--- src/rtl/sysctrl_cmd_master.sv ---
`default_nettype none
// ----------------------------------------------------------------------------
// sysctrl_cmd_master : byte-framed system-control link initiator (cmd + 0-4 payload bytes)
// Revision: 1.0
// ----------------------------------------------------------------------------
module sysctrl_cmd_master #(
  parameter int GAP = 4
) (
  input  logic        clk,
  input  logic        reset,
  input  logic        req,
  input  logic [7:0]  cmd,
  input  logic [2:0]  len,
  input  logic [31:0] wdata,
  output logic        busy,
  output logic        done,
  output logic [31:0] rdata,
  output logic        data_out_strobe,
  output logic        data_out_start,
  output logic [7:0]  data_out,
  input  logic [7:0]  resp_in
);

  localparam logic [2:0] S_IDLE = 3'd0;
  localparam logic [2:0] S_CMD  = 3'd1;
  localparam logic [2:0] S_GAPW = 3'd2;
  localparam logic [2:0] S_DATA = 3'd3;
  localparam logic [2:0] S_FIN  = 3'd4;

  localparam logic [3:0] c_gap_m1 = 4'(GAP - 1);

  logic [2:0]  r_state;
  logic [3:0]  r_cnt;
  logic [2:0]  r_idx;
  logic [2:0]  r_len;
  logic [31:0] r_wdata;
  logic [31:0] r_rdata;
  logic [7:0]  r_data_out;

  logic [1:0]  w_prev_lane;
  logic [1:0]  w_next_lane;

  // r_idx counts payload bytes already sent, so the byte in flight is lane r_idx-1
  assign w_prev_lane = 2'(r_idx - 3'd1);
  assign w_next_lane = r_idx[1:0];

  always_ff @(posedge clk or posedge reset) begin
    if (reset) begin
      r_state    <= S_IDLE;
      r_cnt      <= 4'd0;
      r_idx      <= 3'd0;
      r_len      <= 3'd0;
      r_wdata    <= 32'd0;
      r_rdata    <= 32'd0;
      r_data_out <= 8'd0;
    end else begin
      case (r_state)
        S_IDLE: begin
          if (req) begin
            r_len      <= (len > 3'd4) ? 3'd4 : len;
            r_wdata    <= wdata;
            r_rdata    <= 32'd0;
            r_data_out <= cmd;
            r_state    <= S_CMD;
          end
        end
        S_CMD: begin
          r_cnt   <= c_gap_m1;
          r_idx   <= 3'd0;
          r_state <= S_GAPW;
        end
        S_GAPW: begin
          r_cnt <= r_cnt - 4'd1;
          if (r_cnt == 4'd1) begin
            if (r_idx != 3'd0) begin
              r_rdata[{w_prev_lane, 3'b000} +: 8] <= resp_in;
            end
            if (r_idx < r_len) begin
              r_data_out <= r_wdata[{w_next_lane, 3'b000} +: 8];
              r_state    <= S_DATA;
            end else begin
              r_state <= S_FIN;
            end
          end
        end
        S_DATA: begin
          r_idx   <= r_idx + 3'd1;
          r_cnt   <= c_gap_m1;
          r_state <= S_GAPW;
        end
        S_FIN: begin
          r_state <= S_IDLE;
        end
        default: begin
          r_state <= S_IDLE;
        end
      endcase
    end
  end

  assign busy            = (r_state == S_CMD) || (r_state == S_GAPW) || (r_state == S_DATA);
  assign done            = (r_state == S_FIN);
  assign data_out_strobe = (r_state == S_CMD) || (r_state == S_DATA);
  assign data_out_start  = (r_state == S_CMD);
  assign data_out        = r_data_out;
  assign rdata           = r_rdata;

endmodule
`default_nettype wire

--- config.mk ---
export PLATFORM = sky130hd
export DESIGN_NAME = sysctrl_cmd_master
export DESIGN_NICKNAME = d
export VERILOG_FILES = /design/src/rtl/sysctrl_cmd_master.sv
export SDC_FILE = /design/constraint.sdc
export NUM_CORES = 1
export LEC_CHECK = 0
export ABC_AREA = 1
export BUFFER_PORTS_ARGS = -buffer_cell sky130_fd_sc_hd__buf_2
export CORE_MARGIN = 4
export CORE_UTILIZATION = 35
export CTS_CLUSTER_SIZE = 24
export DETAILED_ROUTE_END_ITERATION = 12
export GPL_TIMING_DRIVEN = 0
export PLACE_DENSITY = 0.65
export SLEW_MARGIN = 20
export SYNTH_ARGS = -nofsm -noshare
export SYNTH_HDL_FRONTEND = slang
export SYNTH_SLANG_ARGS = --single-unit
--- constraint.sdc ---
create_clock -name clk -period 3.3 [get_ports clk]
set_clock_uncertainty 0.2 [all_clocks]
set_input_delay 0.495 -clock clk [delete_from_list [all_inputs] [get_ports clk]]
set_output_delay 0.495 -clock clk [all_outputs]
set_load 0.05 [all_outputs]
# After elaboration in Yosys (flattened, before gate mapping)
# Index checks and enable logic that the tools add are counted.
[totals]
reg_bits = 85
latchBits = 0
mem_bits_rw = 0
rom_bits = 0
in_bits = 54
memories = 0
[op_classes]
addsub = 4
n_mul = 0
n_div = 0
magnitude_cmp = 2
n_eq_ne = 9
shift = 3
muxes = 16
n_bitwise = 0
n_reduce_logical = 13
[ops]
columns = ["op", "count"]
rows = [
  ["2-to-1 mux 32 bit", 3],
  ["one-hot mux 32 bit (2 select lines)", 1],
  ["bitwise mux 32 bit", 1],
  ["variable shift 8 x 7 -> 32 bit, first input constant", 1],
  ["indexed part select 32 x 6 -> 8 bit", 1],
  ["indexed part select 8 x 7 -> 32 bit", 1],
  ["2-to-1 mux 8 bit", 3],
  ["one-hot mux 8 bit (2 select lines)", 1],
  ["2-to-1 mux 3 bit", 4],
  ["one-hot mux 3 bit (3 select lines)", 1],
  ["!= test 2 bit, second input constant", 4],
  ["one-hot mux 4 bit (2 select lines)", 1],
  ["AND reduction 4 bit", 2],
  ["negator 5 -> 7 bit", 1],
  ["equality test 3 x 2 -> 1 bit, second input constant", 2],
  ["one-hot mux 3 bit (2 select lines)", 1],
  ["nonzero test 2 bit", 3],
  ["equality test 4 x 1 -> 1 bit, second input constant", 1],
  ["AND reduction 2 bit", 2],
  ["subtractor 4 x 1 -> 4 bit, second input constant", 1],
  ["adder 3 x 1 -> 3 bit, second input constant", 1],
  ["equality test 3 x 1 -> 1 bit, second input constant", 1],
  ["equality test 3 bit, second input constant", 1],
  ["greater-than comparator 3 bit, second input constant", 1],
  ["6 further kinds", 8],
]

# Longest topological paths before layout
[depth]
ltp_word = 7
ltp_mapped = 10
depth_no_buf = 10

# Least setup slack after synthesis
# Ideal clock, no wire load.
[synth_path]
kind = "register to output"
from = "register r_state[2]"
to = "output port done"
t_arrival_ns = 1.636
required_ns = 2.605
setup_slack_ns = 0.969
stages_incl_launch_ff = 3
cell_sequence = "dfrtp_1 inv_1 nor3_1"
[synth_between]
elab_chain_len = 1
[synth_lines]
columns = ["element", "line_no", "text"]
rows = [
  ["start, declared", "32", "logic [2:0] r_state;"],
  ["start signal, assigned", "49", "r_state <= S_IDLE;"],
  ["start signal, assigned", "64", "r_state <= S_CMD;"],
  ["start signal, assigned", "70", "r_state <= S_GAPW;"],
  ["equality test 3 bit", "102", "assign done = (r_state == S_FIN);"],
  ["end, declared", "16", "output logic done,"],
]
# Every way passes these cells.

# Worst setup path after layout
[layout_path]
from = "register r_idx[0]"
to = "register r_rdata[25], in the netlist rdata[25]"
[layout_between]
elab_chain_len = 7
word_cells_on_any_way = 11
cone_classes = "add/sub: 2; eq/ne: 1; shift: 2; mux: 4; reduce/logical: 2"
[layout_lines]
columns = ["element", "line_no", "text"]
rows = [
  ["start, declared", "34", "logic [2:0] r_idx;"],
  ["start signal, assigned", "87", "r_idx <= r_idx + 3'd1;"],
  ["subtractor 2 x 1 -> 2 bit", "44", "assign w_prev_lane = 2'(r_idx - 3'd1);"],
  ["negator 5 -> 7 bit", "76", "r_rdata[{w_prev_lane, 3'b000} +: 8] <= resp_in;"],
  ["indexed part select 8 x 7 -> 32 bit / variable shift 8 x 7 -> 32 bit (equally long branches)", "76", ""],
  ["bitwise mux 32 bit", "76", ""],
  ["2-to-1 mux 32 bit", "75", "if (r_idx != 3'd0) begin"],
  ["2-to-1 mux 32 bit", "74", "if (r_cnt == 4'd1) begin"],
  ["one-hot mux 32 bit (2 select lines)", "57", "case (r_state)"],
  ["end signal, assigned by index", "76", ""],
  ["end, declared", "37", "logic [31:0] r_rdata;"],
]
# Parallel ways exist; a longest one is shown, timed or not. The select of a mux whose other input is x is not followed.
# A chain may end at the register's enable or synchronous reset.

==> results.cfg <==
[logic_synthesis]
synth_cell_types = 31
async_reset_ff_share_pct = 100
synth.cell_area_um2 = 4230
yosys-top-cells-area = dfrtp_1, nand2_1, nand3_1
synth_cells = 540
seq_area_frac_synth_pct = 50.3
synth_common_cells = nand2_1, dfrtp_1, nand3_1, nor2_1, inv_1
synth-edff-count = 0
ys_ff_latch = 85
synth_most_common_cell = nand2_1
synth_warnings = 0
synth_nets = 604
synth_top_area_share_pct = 50.3
syn_area_per_cell_um2 = 7.82
ys.flop_type = dfrtp_1
yosys.area.top_type = dfrtp_1

[clock_network]
cts-resized-gates = 0
clk_pin_slew_worst_paths_ns = 0.07
cts.sinks = 85
cts_root_buf = clkbuf_16
insertion_delay_ns = 0.34
cts_buffers = 9
cts_tree = built
hold_buffers = 0
postCtsSetupBuffers = 0
h-tree-depth = 3
clk_path_buf_depth = 2

[drt]
drt_wl_total_um = 11100
drtIter0Drc = 255
drc = 0
dr_total_vias = 3843
viasPerCell = 4.82
dr.pass1.iters = 4
drtAntennaViolNets = 0
drt-wirelength-per-cell_um = 14.0

[sta]
rsz0062_at_grt = no
maxSlewViolCount = 0
setup_tns_ns = 0
final.min_clock_period_ns = 2.59
fin_ws_ns = 0.708
layout_worst_path_cycle_share_pct = 78.5
worstMarginPinSlew_ns = 0.532
hold_viol = 1
relSlewSlack_pct = 64.5
setup_viol = 0
clock.fmax_mhz = 386
hold_slack_ns = -0.00160

[cells_and_area]
fin_nets = 713
final_util_pct = 44.9
multi_input_area_um2 = 1880
final_area_um2 = 5220
fillCellCount = 1196
syn_to_final_growth_pct = 23.5
drive_above_1_share_pct = 22.8
regArea_um2 = 2130
diodes = 0
layout.cells.non_filler = 797

[place]
pre_cts_ws_ns = 0.695
dp_hpwl_um = 8440
postPlaceCellArea_um2 = 4910
gp_congestion = 0.847
dp.cells = 781
numPortBuffers = 97

[die]
dieArea_um2 = 13900
ios = 98
core-area_um2 = 11600
rows = 39
start_util_pct = 36.4
die_h_um = 118
die_w_um = 118

[critical_path]
slowest_stage = dfrtp_1
crit_chain = buf_2, inv_1, clkbuf_1, ha_1, inv_1, nand3_2, nand4_1, nand2_1, nand2_1
critical_path_buf_inv_count = 4
crit_arrival_ns = 2.62
worstSetupEndpointType = register
max_stage_delay_ns = 0.44
crit_type = reg -> reg
required_ns = 3.33
cpLargestDelayFamily = buffers and inverters
cp_max_fo = 11
critPathLaunchType = register

[global_route]
grt_antenna_before_repair = 0
grt_pass1_vias = 3895
grt_usage_pct = 16.7
grt_max_degree = 45
grt_overflow = 0
grt_pass1_wl_um = 19100

[flow_run]
maxCapViolations = 0

[hold_path]
hold_path_class = in -> async

[status]
violations = negative hold slack
status = finished, violations left

[power_and_ir_drop]
ir_drop_mv = 0.328
leakagePower_nw = 2.92
finalPower_mw = 5.65
p_per_area_nw_per_um2 = 1080
==> cells by family (layout without fill, tap and decap cells) <==
logic type / count (synthesis) / after routing / synth area share (%)
adder cells (fa/ha/maj): 10 / 10 / 2.96
flip-flops: 85 / 85 / 50.3
buffers and inverters: 43 / 157 / 5.12
AND/OR/NAND/NOR: 384 / 384 / 38.9
AO/OA/AOI/OAI: 16 / 16 / 2.25
XOR/XNOR: 2 / 2 / 0.415
==> cell usage in the layout, fill, tap and decap left out, drive strengths merged <==
| master | count |
|---|---|
| clkbuf | 12 |
| clkinv | 3 |
| o21ai | 6 |
| bufinv | 1 |
| nand2 | 251 |
| nor2 | 41 |
| buf | 114 |
| o22ai | 2 |
| inv | 25 |
| a22o | 1 |
| nor3 | 3 |
| dfrtp | 85 |
| ha | 10 |
| xnor2 | 1 |
| a21oi | 4 |
| nand4 | 4 |
| a31oi | 2 |
| nand3b | 3 |
| clkinvlp | 2 |
| nand3 | 82 |
| a211oi | 1 |
| xor2 | 1 |
==> flip-flops by register name, summed over array words and instances, names as in the netlist <==
| signal | count |
|---|---|
| r_wdata | 32 |
| r_state | 3 |
| r_idx | 3 |
| r_cnt | 4 |
| data_out | 8 |
| rdata | 32 |
| r_len | 3 |
==> routing by layer <==
metal  vias to the layer above  wire, µm  track usage (%)
met2                       118      5240             27.3
met3                         8       702             5.00
li1                       1930         -                -
met5                         -         0                0
met1                      1787      5090             22.1
met4                         0        82             3.59
==> report_power, final <==
| group | total (mW) | leakage, nW | switching, mW | internal (mW) |
|---|---|---|---|---|
| sequential | 1.67 | 1.10 | 0.241 | 1.43 |
| combinational | 2.92 | 1.67 | 2.09 | 0.830 |
| clock | 1.05 | 0.145 | 0.455 | 0.599 |
| total | 5.65 | 2.92 | 2.79 | 2.86 |
==> worst paths after layout <==
kind	cells past startpoint	start	to	slack (ns)
setup / recovery	9	r_idx[0]	rdata[25]	0.71
hold / removal	2	reset	data_out[1]	-0.002
setup reg to reg	9	r_idx[0]	rdata[25]	0.71
hold reg to reg	2	data_out[6]	data_out[6]	0.27
max in group asynchronous	3	reset	rdata[23]	2.28
min in group clk	3	wdata[25]	r_wdata[25]	0.14
==> layout make-up <==
cell class              instances  area share, %
well taps                     143           3.43
repair buffers                 98           9.68
clock buffers                   9           4.31
clock inverters                 7           1.58
inverters                      24           1.77
flip-flops and latches         85           40.7
plain buffers                  19           2.42
multi-input cells             412           36.0
Note: power is estimated with default switching activity, not from simulation.
